<file path="config.mk">
export PLATFORM = sky130hd
export DESIGN_NAME = seg595_scan
export DESIGN_NICKNAME = d
export VERILOG_FILES = /design/src/rtl/seg595_scan.sv
export SDC_FILE = /design/constraint.sdc
export NUM_CORES = 1
export LEC_CHECK = 0
export BUFFER_PORTS_ARGS = -buffer_cell sky130_fd_sc_hd__buf_2
export CAP_MARGIN = 20
export CELL_PAD_IN_SITES_DETAIL_PLACEMENT = 1
export CELL_PAD_IN_SITES_GLOBAL_PLACEMENT = 1
export CORE_ASPECT_RATIO = 0.7
export CORE_MARGIN = 1
export CORE_UTILIZATION = 41
export DETAILED_ROUTE_END_ITERATION = 8
export GPL_TIMING_DRIVEN = 0
export PLACE_DENSITY_LB_ADDON = 0.12
export SLEW_MARGIN = 30
export SYNTH_ARGS = -nofsm -noshare
export SYNTH_HDL_FRONTEND = slang
export SYNTH_SLANG_ARGS = --single-unit
</file>
<file path="constraint.sdc">
create_clock -name clk -period 1.9 [get_ports clk]
set_input_delay 0.095 -clock clk [delete_from_list [all_inputs] [get_ports clk]]
set_output_delay 0.095 -clock clk [all_outputs]
set_load 0.02 [all_outputs]
</file>
<file path="src/rtl/seg595_scan.sv">
// seg595_scan: scanning driver for an N-digit multiplexed 7-segment display
// behind two chained 74HC595 shift registers. Each digit slot loads one
// {segment, select} word, shifts it out MSB-first on DS/SHCP, pulses STCP,
// then holds the digit lit until the slot period expires.
module seg595_scan #(
  parameter int DIGITS         = 6,
  parameter int SEG_W          = 8,
  parameter int SHCP_DIV       = 2,
  parameter int SCAN_CNT       = 50000,
  parameter int SEG_ACTIVE_LOW = 1,
  parameter int SEL_ACTIVE_LOW = 0
) (
  input  logic                    clk,
  input  logic                    rst,
  input  logic                    en,
  input  logic [DIGITS*SEG_W-1:0] seg_data,
  input  logic [DIGITS-1:0]       blank,
  output logic                    shcp,
  output logic                    stcp,
  output logic                    DS,
  output logic                    OE,
  output logic                    frame_start,
  output logic                    busy,
  output logic [2:0]              state_dbg
);

  localparam int N_BITS = SEG_W + DIGITS;
  localparam int KW     = (DIGITS > 1) ? $clog2(DIGITS) : 1;
  localparam int CW     = $clog2(SCAN_CNT);
  localparam int DW     = (SHCP_DIV > 1) ? $clog2(SHCP_DIV) : 1;
  localparam int BW     = $clog2(N_BITS);

  localparam logic [CW-1:0] CNT_LAST = CW'(SCAN_CNT - 1);
  localparam logic [DW-1:0] DIV_LAST = DW'(SHCP_DIV - 1);
  localparam logic [BW-1:0] BIT_LAST = BW'(N_BITS - 1);
  localparam logic [KW-1:0] K_LAST   = KW'(DIGITS - 1);

  typedef enum logic [2:0] {
    IDLE  = 3'd0,
    LOAD  = 3'd1,
    SHIFT = 3'd2,
    LATCH = 3'd3,
    HOLD  = 3'd4
  } state_t;

  state_t              state;
  logic [KW-1:0]       k;
  logic [KW-1:0]       k_next;
  logic [CW-1:0]       slot_cnt;
  logic [DW-1:0]       div_cnt;
  logic [BW-1:0]       bit_cnt;
  logic [N_BITS-1:0]   shreg;

  logic [SEG_W-1:0]    seg_raw;
  logic [SEG_W-1:0]    seg_out;
  logic [DIGITS-1:0]   sel_raw;
  logic [DIGITS-1:0]   sel_out;
  logic [N_BITS-1:0]   word;

  assign state_dbg = state;

  // Build the word for the current digit: blanking, one-hot select, polarity.
  always_comb begin
    seg_raw = '0;
    sel_raw = '0;
    if (!blank[k]) seg_raw = seg_data[k*SEG_W +: SEG_W];
    sel_raw[k] = 1'b1;
    seg_out = (SEG_ACTIVE_LOW != 0) ? ~seg_raw : seg_raw;
    sel_out = (SEL_ACTIVE_LOW != 0) ? ~sel_raw : sel_raw;
    word    = {seg_out, sel_out};
    k_next  = (k == K_LAST) ? '0 : k + 1'b1;
  end

  // Scan state machine; all 595 outputs and status flags are registered here.
  always_ff @(posedge clk or negedge rst) begin
    if (!rst) begin
      state       <= IDLE;
      k           <= '0;
      slot_cnt    <= '0;
      div_cnt     <= '0;
      bit_cnt     <= '0;
      shreg       <= '0;
      shcp        <= 1'b0;
      stcp        <= 1'b0;
      DS          <= 1'b0;
      OE          <= 1'b1;
      frame_start <= 1'b0;
      busy        <= 1'b0;
    end else begin
      frame_start <= 1'b0;
      // Dropping enable darkens the display at once; the slot still drains.
      if (!en) OE <= 1'b1;
      if (state != IDLE) slot_cnt <= slot_cnt + 1'b1;
      case (state)
        IDLE: begin
          slot_cnt <= '0;
          if (en) begin
            state       <= LOAD;
            busy        <= 1'b1;
            frame_start <= (k == '0);
          end
        end
        LOAD: begin
          // Word is captured here so later input changes cannot disturb it.
          DS      <= word[N_BITS-1];
          shreg   <= {word[N_BITS-2:0], 1'b0};
          shcp    <= 1'b0;
          div_cnt <= '0;
          bit_cnt <= '0;
          state   <= SHIFT;
        end
        SHIFT: begin
          if (div_cnt == DIV_LAST) begin
            div_cnt <= '0;
            if (!shcp) begin
              shcp <= 1'b1;
            end else begin
              shcp <= 1'b0;
              if (bit_cnt == BIT_LAST) begin
                stcp  <= 1'b1;
                DS    <= 1'b0;
                state <= LATCH;
              end else begin
                bit_cnt <= bit_cnt + 1'b1;
                DS      <= shreg[N_BITS-1];
                shreg   <= {shreg[N_BITS-2:0], 1'b0};
              end
            end
          end else begin
            div_cnt <= div_cnt + 1'b1;
          end
        end
        LATCH: begin
          if (div_cnt == DIV_LAST) begin
            div_cnt <= '0;
            stcp    <= 1'b0;
            state   <= HOLD;
            if (en) OE <= 1'b0;
          end else begin
            div_cnt <= div_cnt + 1'b1;
          end
        end
        HOLD: begin
          if (slot_cnt == CNT_LAST) begin
            slot_cnt <= '0;
            k        <= k_next;
            if (en) begin
              state       <= LOAD;
              frame_start <= (k_next == '0);
            end else begin
              state <= IDLE;
              busy  <= 1'b0;
            end
          end
        end
        default: begin
          state <= IDLE;
          busy  <= 1'b0;
        end
      endcase
    end
  end

endmodule

</file>
==> summary.txt, run 1 <==
Timing
  • RSZ-0062 raised after global routing: true
  • Final WS setup: -0.0187 ns
  • Min Clock Period, post-route: 1.92 ns
  • Final Hold Fails: 0
  • Max Slew Vio Count: 0
  • Final period util: 1.01
  • Rel. slew slack: 0.601
  • Clock Skew: 0.00963 ns
  • Worst Tran Pin Value: 0.596 ns
  • Maximum clock rate: 521 MHz
  • Final setup fails: 1

Yosys
  • Mapped Area: 2770 um2
  • Syn_nets: 348
  • Syn Inst Count: 288
  • Register bit total from synthesis: 46
  • Area share of the largest cell type after synthesis: 0.407
  • YS warnings: 0
  • Most common cell in the netlist: dfrtp_1
  • Top post-synthesis cells by area: dfrtp_1 41%, mux2_2 6.1%, nor2_1 4.6%, mux2i_1 4.0%, xnor2_1 3.5%
  • Post-synth top flop: dfrtp_1
  • Synth cell count leaders: 45 x dfrtp_1, 34 x nor2_1, 23 x nand2_1
  • Ys async rst share: 1.00
  • Avg Inst Size Synth: 9.62 um2
  • Number of synthesized flops with an enable pin: 0
  • Yosys cell types: 51
  • Yosys top cell by area: dfrtp_1
  • Sequential area share after synthesis: 0.416

Setup path
  • CP Capture Type: flip-flop
  • Arrival time at the worst endpoint: 2.08 ns
  • Worst reg-to-reg path cell count: 8
  • Worst Path Required: 2.06 ns
  • Crit-path max FO: 10
  • Crit Path Category: reg -> reg
  • Worst setup SP type: flip-flop

Global routing
  • Pin count of the biggest net entering global routing: 47
  • Total GRT Usage: 0.226
  • Grt ovf: 0
  • Initial antenna violation count: 0
  • Global Route met2 Usage: 0.355
  • M3 GR Usage: 0.0484
  • Vias in the first global route: 2560
  • First-pass GRT wire length: 12500 um
  • Met1 Use GR: 0.322
  • Gr busiest metal: met2

Layout
  • Share of cells above drive strength 1: 0.350
  • Post-route cell area: 3390 um2
  • Number of diodes: 0
  • Finished Layout Cells: 457
  • Synth-to-Final Area Change: 22.5%
  • NumNets Final: 425

Die
  • Die ar.: 7090 um2
  • Core area: 6370 um2
  • Die Ht: 70.8 um
  • # IOs: 66
  • Site Rows: 24
  • Die Wd: 100 um
  • Initial core utilization: 0.435

Detailed routing
  • Residual DRC count: 0
  • Post-route ant nets: 0
  • Final wirelength: 7450 um
  • Drt pass-1 iters: 4
  • 1st-iter DRT viols: 44
  • Routed via count: 2425
  • Via density: 5.31
  • Routed wire per std cell: 16.3 um

Min path
  • WHS Path Cells: 4
  • Hold Crit Class: in -> reg

Placed design
  • Area after DPL: 3210 um2
  • GP Congestion: 0.745
  • DP Cell Count: 444
  • Input/output buffers: 65
  • Hpwl dp: 5560 um

Run status
  • Status: finished, violations left
  • Failing checks: setup timing

Pwr
  • Sw Share: 0.408
  • Seq pwr share: 0.363
  • Pwr dens: 1210 nW/um2
  • Maximum vdd drop: 0.724 mV
  • Combinational share of power: 0.458
  • Static Leakage: 0.00155 uW
  • Pint: 2430 uW
  • Net load switching power: 1670 uW
  • Clk pwr share: 0.179

Flow run
  • Max_cap viols: 0

Clock network
  • TritonCTS clock tree: yes
  • Clock latency on the worst-skew pair: 0.31 ns
  • Root buf cell: clkbuf_8
  • H-tree Lvls: 2
  • Clock tree buffer depth: 2
  • Cts bufs inserted: 5
  • Worst-path clk slew: 0.09 ns
  • CTS Sinks: 46
## critical path, cell delays in order (launching register included)
cell	delay [ns]
dfrtp_1	0.37
inv_1	0.08
ha_1	0.18
and3_4	0.20
o21a_4	0.24
or2_4	0.24
buf_6	0.15
nor3_1	0.22
a211oi_1	0.10
## placed cells by master (no fill, tap or decap), types with 4 or more instances in the layout
cell and n:
buf_2 72, dfrtp_1 45, nor2_1 33, nand2_1 22, mux2_2 15, nor3_1 13, nand3_1 12, xnor2_1 11
mux2i_1 11, o21ai_0 11, buf_4 9, a211oi_1 9, a21oi_1 8, xor2_1 6, o22ai_1 6, nor3_2 5
and3_1 5, o21ai_1 5, a221oi_1 5, clkbuf_8 5, inv_1 4
## sequential cells by signal, indices dropped and copies added, names as in the netlist, 3 cells and up
signal     count
slot_cnt      16
shreg         13
bit_cnt        4
k              3
state_dbg      3
## final timing paths
check                             startpoint          end  slack [ns]
worst max-delay path              bit_cnt[1]     shreg[4]       -0.02
worst min-delay path            seg_data[41]     shreg[8]        0.24
worst min register to register   slot_cnt[0]  slot_cnt[0]        0.46
max in group asynchronous                rst     shreg[8]        1.17
worst max register to register    bit_cnt[1]     shreg[4]       -0.02
min in group asynchronous                rst    shreg[12]        0.33
## cell families (layout without fill, tap and decap cells)
group	Yosys count	after routing	synth area share
buffers and inverters	22	100	0.0429
xor gates and xnor gates	17	17	0.0537
AOI/OAI and AO/OA	59	59	0.145
DFF	46	46	0.416
muxes	26	26	0.101
and+or+nand+nor	115	115	0.229
adders and majority gates	3	3	0.0136
## final cells by class
class | instances | area [um2]
multi-input cells | 220 | 1530
clock buffers | 5 | 68.8
clock inverters | 3 | 40.0
fillers | 757 | 2970
well taps | 91 | 114
repair buffers | 70 | 370
plain buffers | 18 | 105
flip-flops and latches | 46 | 1150
inverters | 4 | 15.0
## power by group through the flow
stage	Sequential [uW]	Clock (uW)	Combinational [uW]
finish	1490	735	1880
global route	1530	782	2090
CTS	1480	760	1820
detailed placement	1510	0	1780
global placement	1500	0	1710
floorplan	1570	0	1180
## layer usage
metal,up-vias,share of wire
met1,1190,0.50
met2,38,0.46
met4,0,0.0099
met3,9,0.035
met5,-,0
li1,1188,-
## through the flow
stage / setup TNS (ns) / total power, uW / setup WS [ns] / utilization / hold WS [ns]
after floorplan: 0 / 2750 / 0.198 / - / -0.201
after global placement: -0.0354 / 3210 / -0.0354 / 0.504 / 0.281
after detailed placement: -0.0723 / 3280 / -0.0260 / 0.505 / 0.142
after CTS: 0 / 4070 / 0.0118 / 0.528 / 0.231
after global routing: -0.176 / 4400 / -0.0936 / 0.533 / 0.252
final: -0.0187 / 4100 / -0.0187 / 0.533 / 0.242
## repair_timing
item                       in CTS  in global routing
buffers inserted                2                  1
hold buffers                    2                  0
setup endpoints to repair       4                 22
pin swaps                       0                  0
gates resized for setup         1                  8
hold endpoints to repair       46                  0
Power figures use the tool's default switching activity.
==> inputs of run 2 (changes only) <==
==> constraint.sdc (replaced) <==
create_clock -name clk -period 1.9 [get_ports clk]
set_input_delay 0.19 -clock clk [delete_from_list [all_inputs] [get_ports clk]]
set_output_delay 0.19 -clock clk [all_outputs]
set_load 0.02 [all_outputs]
==> summary.txt, run 2 (synthesis gave the netlist of run 1 again) <==
Setup path
  • Crit-path max FO: 10 (unchanged)
  • CP Capture Type: flip-flop
  • Worst setup SP type: flip-flop
  • Crit Path Category: reg -> reg
  • Arrival time at the worst endpoint: 2.08 ns (about the same)
  • Worst Path Required: 2.06 ns (about the same)

Clock network
  • Clock latency on the worst-skew pair: 0.31 ns (about the same)
  • Root buf cell: clkbuf_8
  • CTS Sinks: 46 (unchanged)
  • TritonCTS clock tree: yes
  • Worst-path clk slew: 0.09 ns (about the same)
  • Cts bufs inserted: 5 (unchanged)
  • Clock tree buffer depth: 2 (unchanged)
  • H-tree Lvls: 2 (unchanged)

Die
  • Die Ht: 70.8 um (unchanged)
  • Core area: 6370 um2 (unchanged)
  • Die Wd: 100 um (unchanged)
  • Site Rows: 24 (unchanged)
  • # IOs: 66 (unchanged)
  • Initial core utilization: 0.435 (unchanged)
  • Die ar.: 7090 um2 (unchanged)

Global routing
  • Vias in the first global route: 2554 (-0.23%)
  • Initial antenna violation count: 0 (unchanged)
  • Grt ovf: 0 (unchanged)
  • Total GRT Usage: 0.226 (-0.000428)
  • First-pass GRT wire length: 12500 um (-0.22%)
  • Pin count of the biggest net entering global routing: 47 (unchanged)

Detailed routing
  • 1st-iter DRT viols: 68 (+55%)
  • Routed wire per std cell: 16.3 um (about the same)
  • Final wirelength: 7440 um (-0.23%)
  • Post-route ant nets: 0 (unchanged)
  • Drt pass-1 iters: 4 (unchanged)
  • Routed via count: 2415 (-0.41%)
  • Via density: 5.30 (-0.19%)
  • Residual DRC count: 0 (unchanged)

Layout
  • Largest register FFs: 16 (unchanged)
  • Core Util, Final: 0.532 (-0.00157)
  • Share of cells above drive strength 1: 0.351 (+0.000958)
  • Top Registers: slot_cnt x16, shreg x13, bit_cnt x4
  • Synth-to-Final Area Change: 22.2%
  • Biggest register: slot_cnt
  • Post-route cell area: 3380 um2 (-0.29%)
  • Number of diodes: 0 (unchanged)
  • Most frequent cells in the layout: 72 x buf_2, 45 x dfrtp_1, 33 x nor2_1, 22 x nand2_1, 15 x mux2_2
  • NumNets Final: 424 (-0.24%)
  • Commonest non-fill, non-tap cell in the layout: buf_2
  • Finished Layout Cells: 456 (-0.22%)

Placed design
  • Hpwl dp: 5560 um (unchanged)
  • Input/output buffers: 65 (unchanged)
  • Pre-CTS setup slack: -0.0260 ns (unchanged)
  • GP Congestion: 0.745 (unchanged)
  • Area after DPL: 3210 um2 (unchanged)
  • DP Cell Count: 444 (unchanged)

Run status
  • Status: finished, violations left
  • Failing checks: setup timing

Flow run
  • Max_cap viols: 0 (unchanged)

Pwr
  • Seq pwr share: 0.363 (about the same)
  • Maximum vdd drop: 0.724 mV (+0.10%)
  • Pwr dens: 1210 nW/um2 (+0.24%)
  • Static Leakage: 0.00155 uW (-0.27%)
  • Clk pwr share: 0.179 (about the same)
  • Net load switching power: 1670 uW (about the same)
  • Combinational share of power: 0.457 (about the same)
  • Pint: 2430 uW (about the same)
  • Sw Share: 0.408 (about the same)

Timing
  • Clock Skew: 0.00963 ns (+0.00000522 ns)
  • Rel. slew slack: 0.601 (about the same)
  • Max Slew Vio Count: 0 (unchanged)
  • Final WS setup: -0.0182 ns (+0.000493 ns)
  • RSZ-0062 raised after global routing: true
  • Worst Tran Pin Value: 0.596 ns (-0.000518 ns)
  • Final period util: 1.01 (about the same)
  • Final setup fails: 1 (unchanged)
  • Setup TNS: -0.0182 ns (+0.000493 ns)
  • Min Clock Period, post-route: 1.92 ns (-0.000493 ns)
  • Maximum clock rate: 521 MHz (about the same)
  • Final Hold Fails: 0 (unchanged)

Min path
  • Hold Crit Class: in -> reg
==> run 2: what timing repair did <==
action | CTS | global route
resized for setup | 1 | 8
endpoints found under the setup margin | 4 | 22
setup buffers | 2 | 1
endpoints found under the hold margin | 45 | 0
hold buffers | 1 | 0
==> run 2: final timing paths <==
| check | slack, ns | end | depth (start not counted) | startpoint |
|---|---|---|---|---|
| max in group asynchronous | 1.08 | shreg[8] | 2 | rst |
| setup / recovery | -0.02 | shreg[4] | 8 | bit_cnt[1] |
| setup reg to reg | -0.02 | shreg[4] | 8 | bit_cnt[1] |
| min in group asynchronous | 0.42 | shreg[12] | 2 | rst |
| hold reg to reg | 0.46 | slot_cnt[0] | 1 | slot_cnt[0] |
| hold / removal | 0.05 | OE | 2 | en |
==> run 2: routing by layer <==
layer	wire [um]	global-route usage	up-vias
li1	-	-	1186
met1	3720	0.322	1182
met2	3380	0.353	38
met3	261	0.0484	9
met4	74	0.0531	0
met5	0	0	-
==> run 2: power groups by stage <==
stage | sequential, uW | clock [uW] | combinational [uW]
after floorplan | 1570 | 0 | 1180
after global placement | 1500 | 0 | 1710
after detailed placement | 1510 | 0 | 1780
after CTS | 1480 | 760 | 1820
after global routing | 1530 | 782 | 2080
final | 1490 | 735 | 1880
==> run 2: worst max-delay path, cell delays in order (launching register included) <==
cell	delay, ns
dfrtp_1	0.37
inv_1	0.08
ha_1	0.18
and3_4	0.20
o21a_4	0.24
or2_4	0.24
buf_6	0.15
nor3_1	0.22
a211oi_1	0.10
==> run 2: layout make-up <==
class                           count  area [um2]
Multi-Input combinational cell    220        1530
Inverter                            4        15.0
Buffer                             18         105
Tap cell                           91         114
Fill cell                         758        2980
Sequential cell                    46        1150
Timing Repair Buffer               69         360
Clock inverter                      3        40.0
Clock buffer                        5        68.8
==> run 2: stage by stage <==
stage	total power (uW)	hold WS [ns]
floorplan	2750	-0.106
global placement	3210	0.376
detailed placement	3280	0.237
CTS	4070	0.0386
global route	4400	0.0497
finish	4100	0.0495
==> inputs of run 3 (changes only) <==
- PLACE_DENSITY_LB_ADDON: 0.12 -> 0.3
==> summary.txt, run 3 (synthesis gave the netlist of run 1 again) <==
Clock network
  • Cts bufs inserted: 5 (unchanged)
  • Worst-path clk slew: 0.10 ns (about the same)
  • CTS Sinks: 46 (unchanged)
  • H-tree Lvls: 2 (unchanged)
  • TritonCTS clock tree: yes
  • Clock tree buffer depth: 2 (unchanged)
  • Root buf cell: clkbuf_8
  • Clock latency on the worst-skew pair: 0.31 ns (about the same)

Global routing
  • Global Route met2 Usage: 0.333 (-0.0198)
  • M3 GR Usage: 0.0366 (-0.0119)
  • First-pass GRT wire length: 12700 um (+2.1%)
  • Met1 Use GR: 0.358 (+0.0361)
  • Pin count of the biggest net entering global routing: 47 (unchanged)
  • Grt ovf: 0 (unchanged)
  • Total GRT Usage: 0.229 (+0.00324)
  • Initial antenna violation count: 0 (unchanged)
  • Vias in the first global route: 2511 (-1.7%)
  • Gr busiest metal: met1

Timing
  • Maximum clock rate: 551 MHz (+5.7%)
  • Clock Skew: 0.0163 ns (+0.00666 ns)
  • RSZ-0062 raised after global routing: true
  • Min Clock Period, post-route: 1.82 ns (-0.103 ns)
  • Final period util: 0.956 (-0.0540)
  • Rel. slew slack: 0.600 (-0.00184)
  • Worst Tran Pin Value: 0.601 ns (+0.00496 ns)
  • Final setup fails: 0 (-1)
  • Final Hold Fails: 0 (unchanged)
  • Max Slew Vio Count: 0 (unchanged)
  • Setup TNS: 0 ns (+0.0182 ns)

Min path
  • Hold Crit Class: in -> reg
  • Hold path startpoint: en

Layout
  • Largest register FFs: 16 (unchanged)
  • Most frequent cells in the layout: 72 x buf_2, 45 x dfrtp_1, 33 x nor2_1, 22 x nand2_1, 15 x mux2_2
  • Synth-to-Final Area Change: 24.1%
  • Commonest non-fill, non-tap cell in the layout: buf_2
  • Fillers: 751 (-0.92%)
  • Top Registers: slot_cnt x16, shreg x13, bit_cnt x4
  • Biggest register: slot_cnt
  • Core Util, Final: 0.540 (+0.00845)
  • Post-route cell area: 3440 um2 (+1.6%)
  • Finished Layout Cells: 459 (+0.66%)
  • Share of cells above drive strength 1: 0.372 (+0.0216)
  • NumNets Final: 427 (+0.71%)
  • Number of diodes: 0 (unchanged)

Pwr
  • Maximum vdd drop: 0.534 mV (-26%)
  • Net load switching power: 1710 uW (+2.1%)
  • Combinational share of power: 0.481 (+0.024)
  • Pint: 2350 uW (-3.3%)
  • Pwr dens: 1180 nW/um2 (-2.6%)
  • Static Leakage: 0.00158 uW (+2.4%)
  • Seq pwr share: 0.367 (+0.004)
  • Sw Share: 0.421 (+0.0132)
  • Clk pwr share: 0.153 (-0.026)

Setup path
  • Crit-path max FO: 10 (unchanged)
  • Worst r2r src: bit_cnt[0]
  • Worst Path Required: 2.06 ns (about the same)
  • Crit path launch: bit_cnt[0]
  • Arrival time at the worst endpoint: 1.97 ns (-0.11 ns)
  • CP Capture Type: flip-flop
  • Crit Path Category: reg -> reg
  • Worst setup SP type: flip-flop

Detailed routing
  • Final wirelength: 7610 um (+2.4%)
  • Drt pass-1 iters: 4 (unchanged)
  • Routed wire per std cell: 16.6 um (+1.7%)
  • Routed via count: 2464 (+2.0%)
  • Via density: 5.37 (+1.4%)
  • Post-route ant nets: 0 (unchanged)
  • Residual DRC count: 0 (unchanged)
  • 1st-iter DRT viols: 61 (-10%)

Placed design
  • Area after DPL: 3210 um2 (unchanged)
  • GP Congestion: 0.743 (-0.35%)
  • Hpwl dp: 5600 um (+0.62%)
  • DP Cell Count: 444 (unchanged)
  • Input/output buffers: 65 (unchanged)

Die
  • # IOs: 66 (unchanged)
  • Core area: 6370 um2 (unchanged)
  • Die ar.: 7090 um2 (unchanged)
  • Die Ht: 70.8 um (unchanged)
  • Die Wd: 100 um (unchanged)
  • Initial core utilization: 0.435 (unchanged)
  • Site Rows: 24 (unchanged)

Run status
  • Status: complete, no violations

Flow run
  • Max_cap viols: 0 (unchanged)
[run 3: worst max-delay path, cell delays in order (launching register included)]
cell,delay [ns]
dfrtp_1,0.41
ha_1,0.20
and3_2,0.24
o21a_4,0.24
or2_4,0.24
buf_6,0.15
nor3_2,0.12
a211oi_1,0.06
[run 3: worst paths after layout]
kind | slack [ns] | endpoint | cells past startpoint
worst max-delay path | 0.08 | shreg[6] | 7
worst min-delay path | 0.05 | OE | 2
worst max register to register | 0.08 | shreg[6] | 7
worst min register to register | 0.46 | OE | 2
max in group asynchronous | 1.06 | slot_cnt[2] | 2
min in group asynchronous | 0.43 | bit_cnt[2] | 2
[run 3: per-layer routing]
metal	up-vias	share of wire
met4	0	0.0079
met2	63	0.43
met1	1200	0.52
met5	-	0
met3	7	0.043
li1	1194	-
[run 3: cell type report]
type / count / area (um2) / area share
Buffer: 18 / 108 / 0.0313
Clock buffer: 6 / 72.6 / 0.0211
Clock inverter: 2 / 13.8 / 0.00400
Inverter: 4 / 15.0 / 0.00437
Multi-Input combinational cell: 220 / 1580 / 0.460
Sequential cell: 46 / 1150 / 0.335
Tap cell: 91 / 114 / 0.0331
Timing Repair Buffer: 72 / 383 / 0.111
[run 3: power by group through the flow]
stage / combinational, uW / sequential (uW) / clock, uW
5_1_grt: 2180 / 1530 / 678
3_3_place_gp: 1710 / 1490 / 0
2_1_floorplan: 1180 / 1570 / 0
3_5_place_dp: 1780 / 1500 / 0
6_report: 1950 / 1490 / 619
4_1_cts: 1800 / 1490 / 629
[run 3: metrics by stage]
step | power, uW | hold WS, ns | worst slack, ns
floorplan | 2750 | -0.106 | 0.198
global placement | 3200 | 0.375 | 0.0145
detailed placement | 3280 | 0.242 | -0.0234
CTS | 3910 | 0.0522 | 0.00652
global route | 4390 | 0.0604 | -0.0345
finish | 4060 | 0.0469 | 0.0844
[run 3: repair_timing]
item,4_1_cts,5_1_grt
pin swaps,0,1
resized for setup,2,18
endpoints found under the hold margin,45,0
endpoints found under the setup margin,3,23
buffers inserted,0,6
hold buffers,1,0
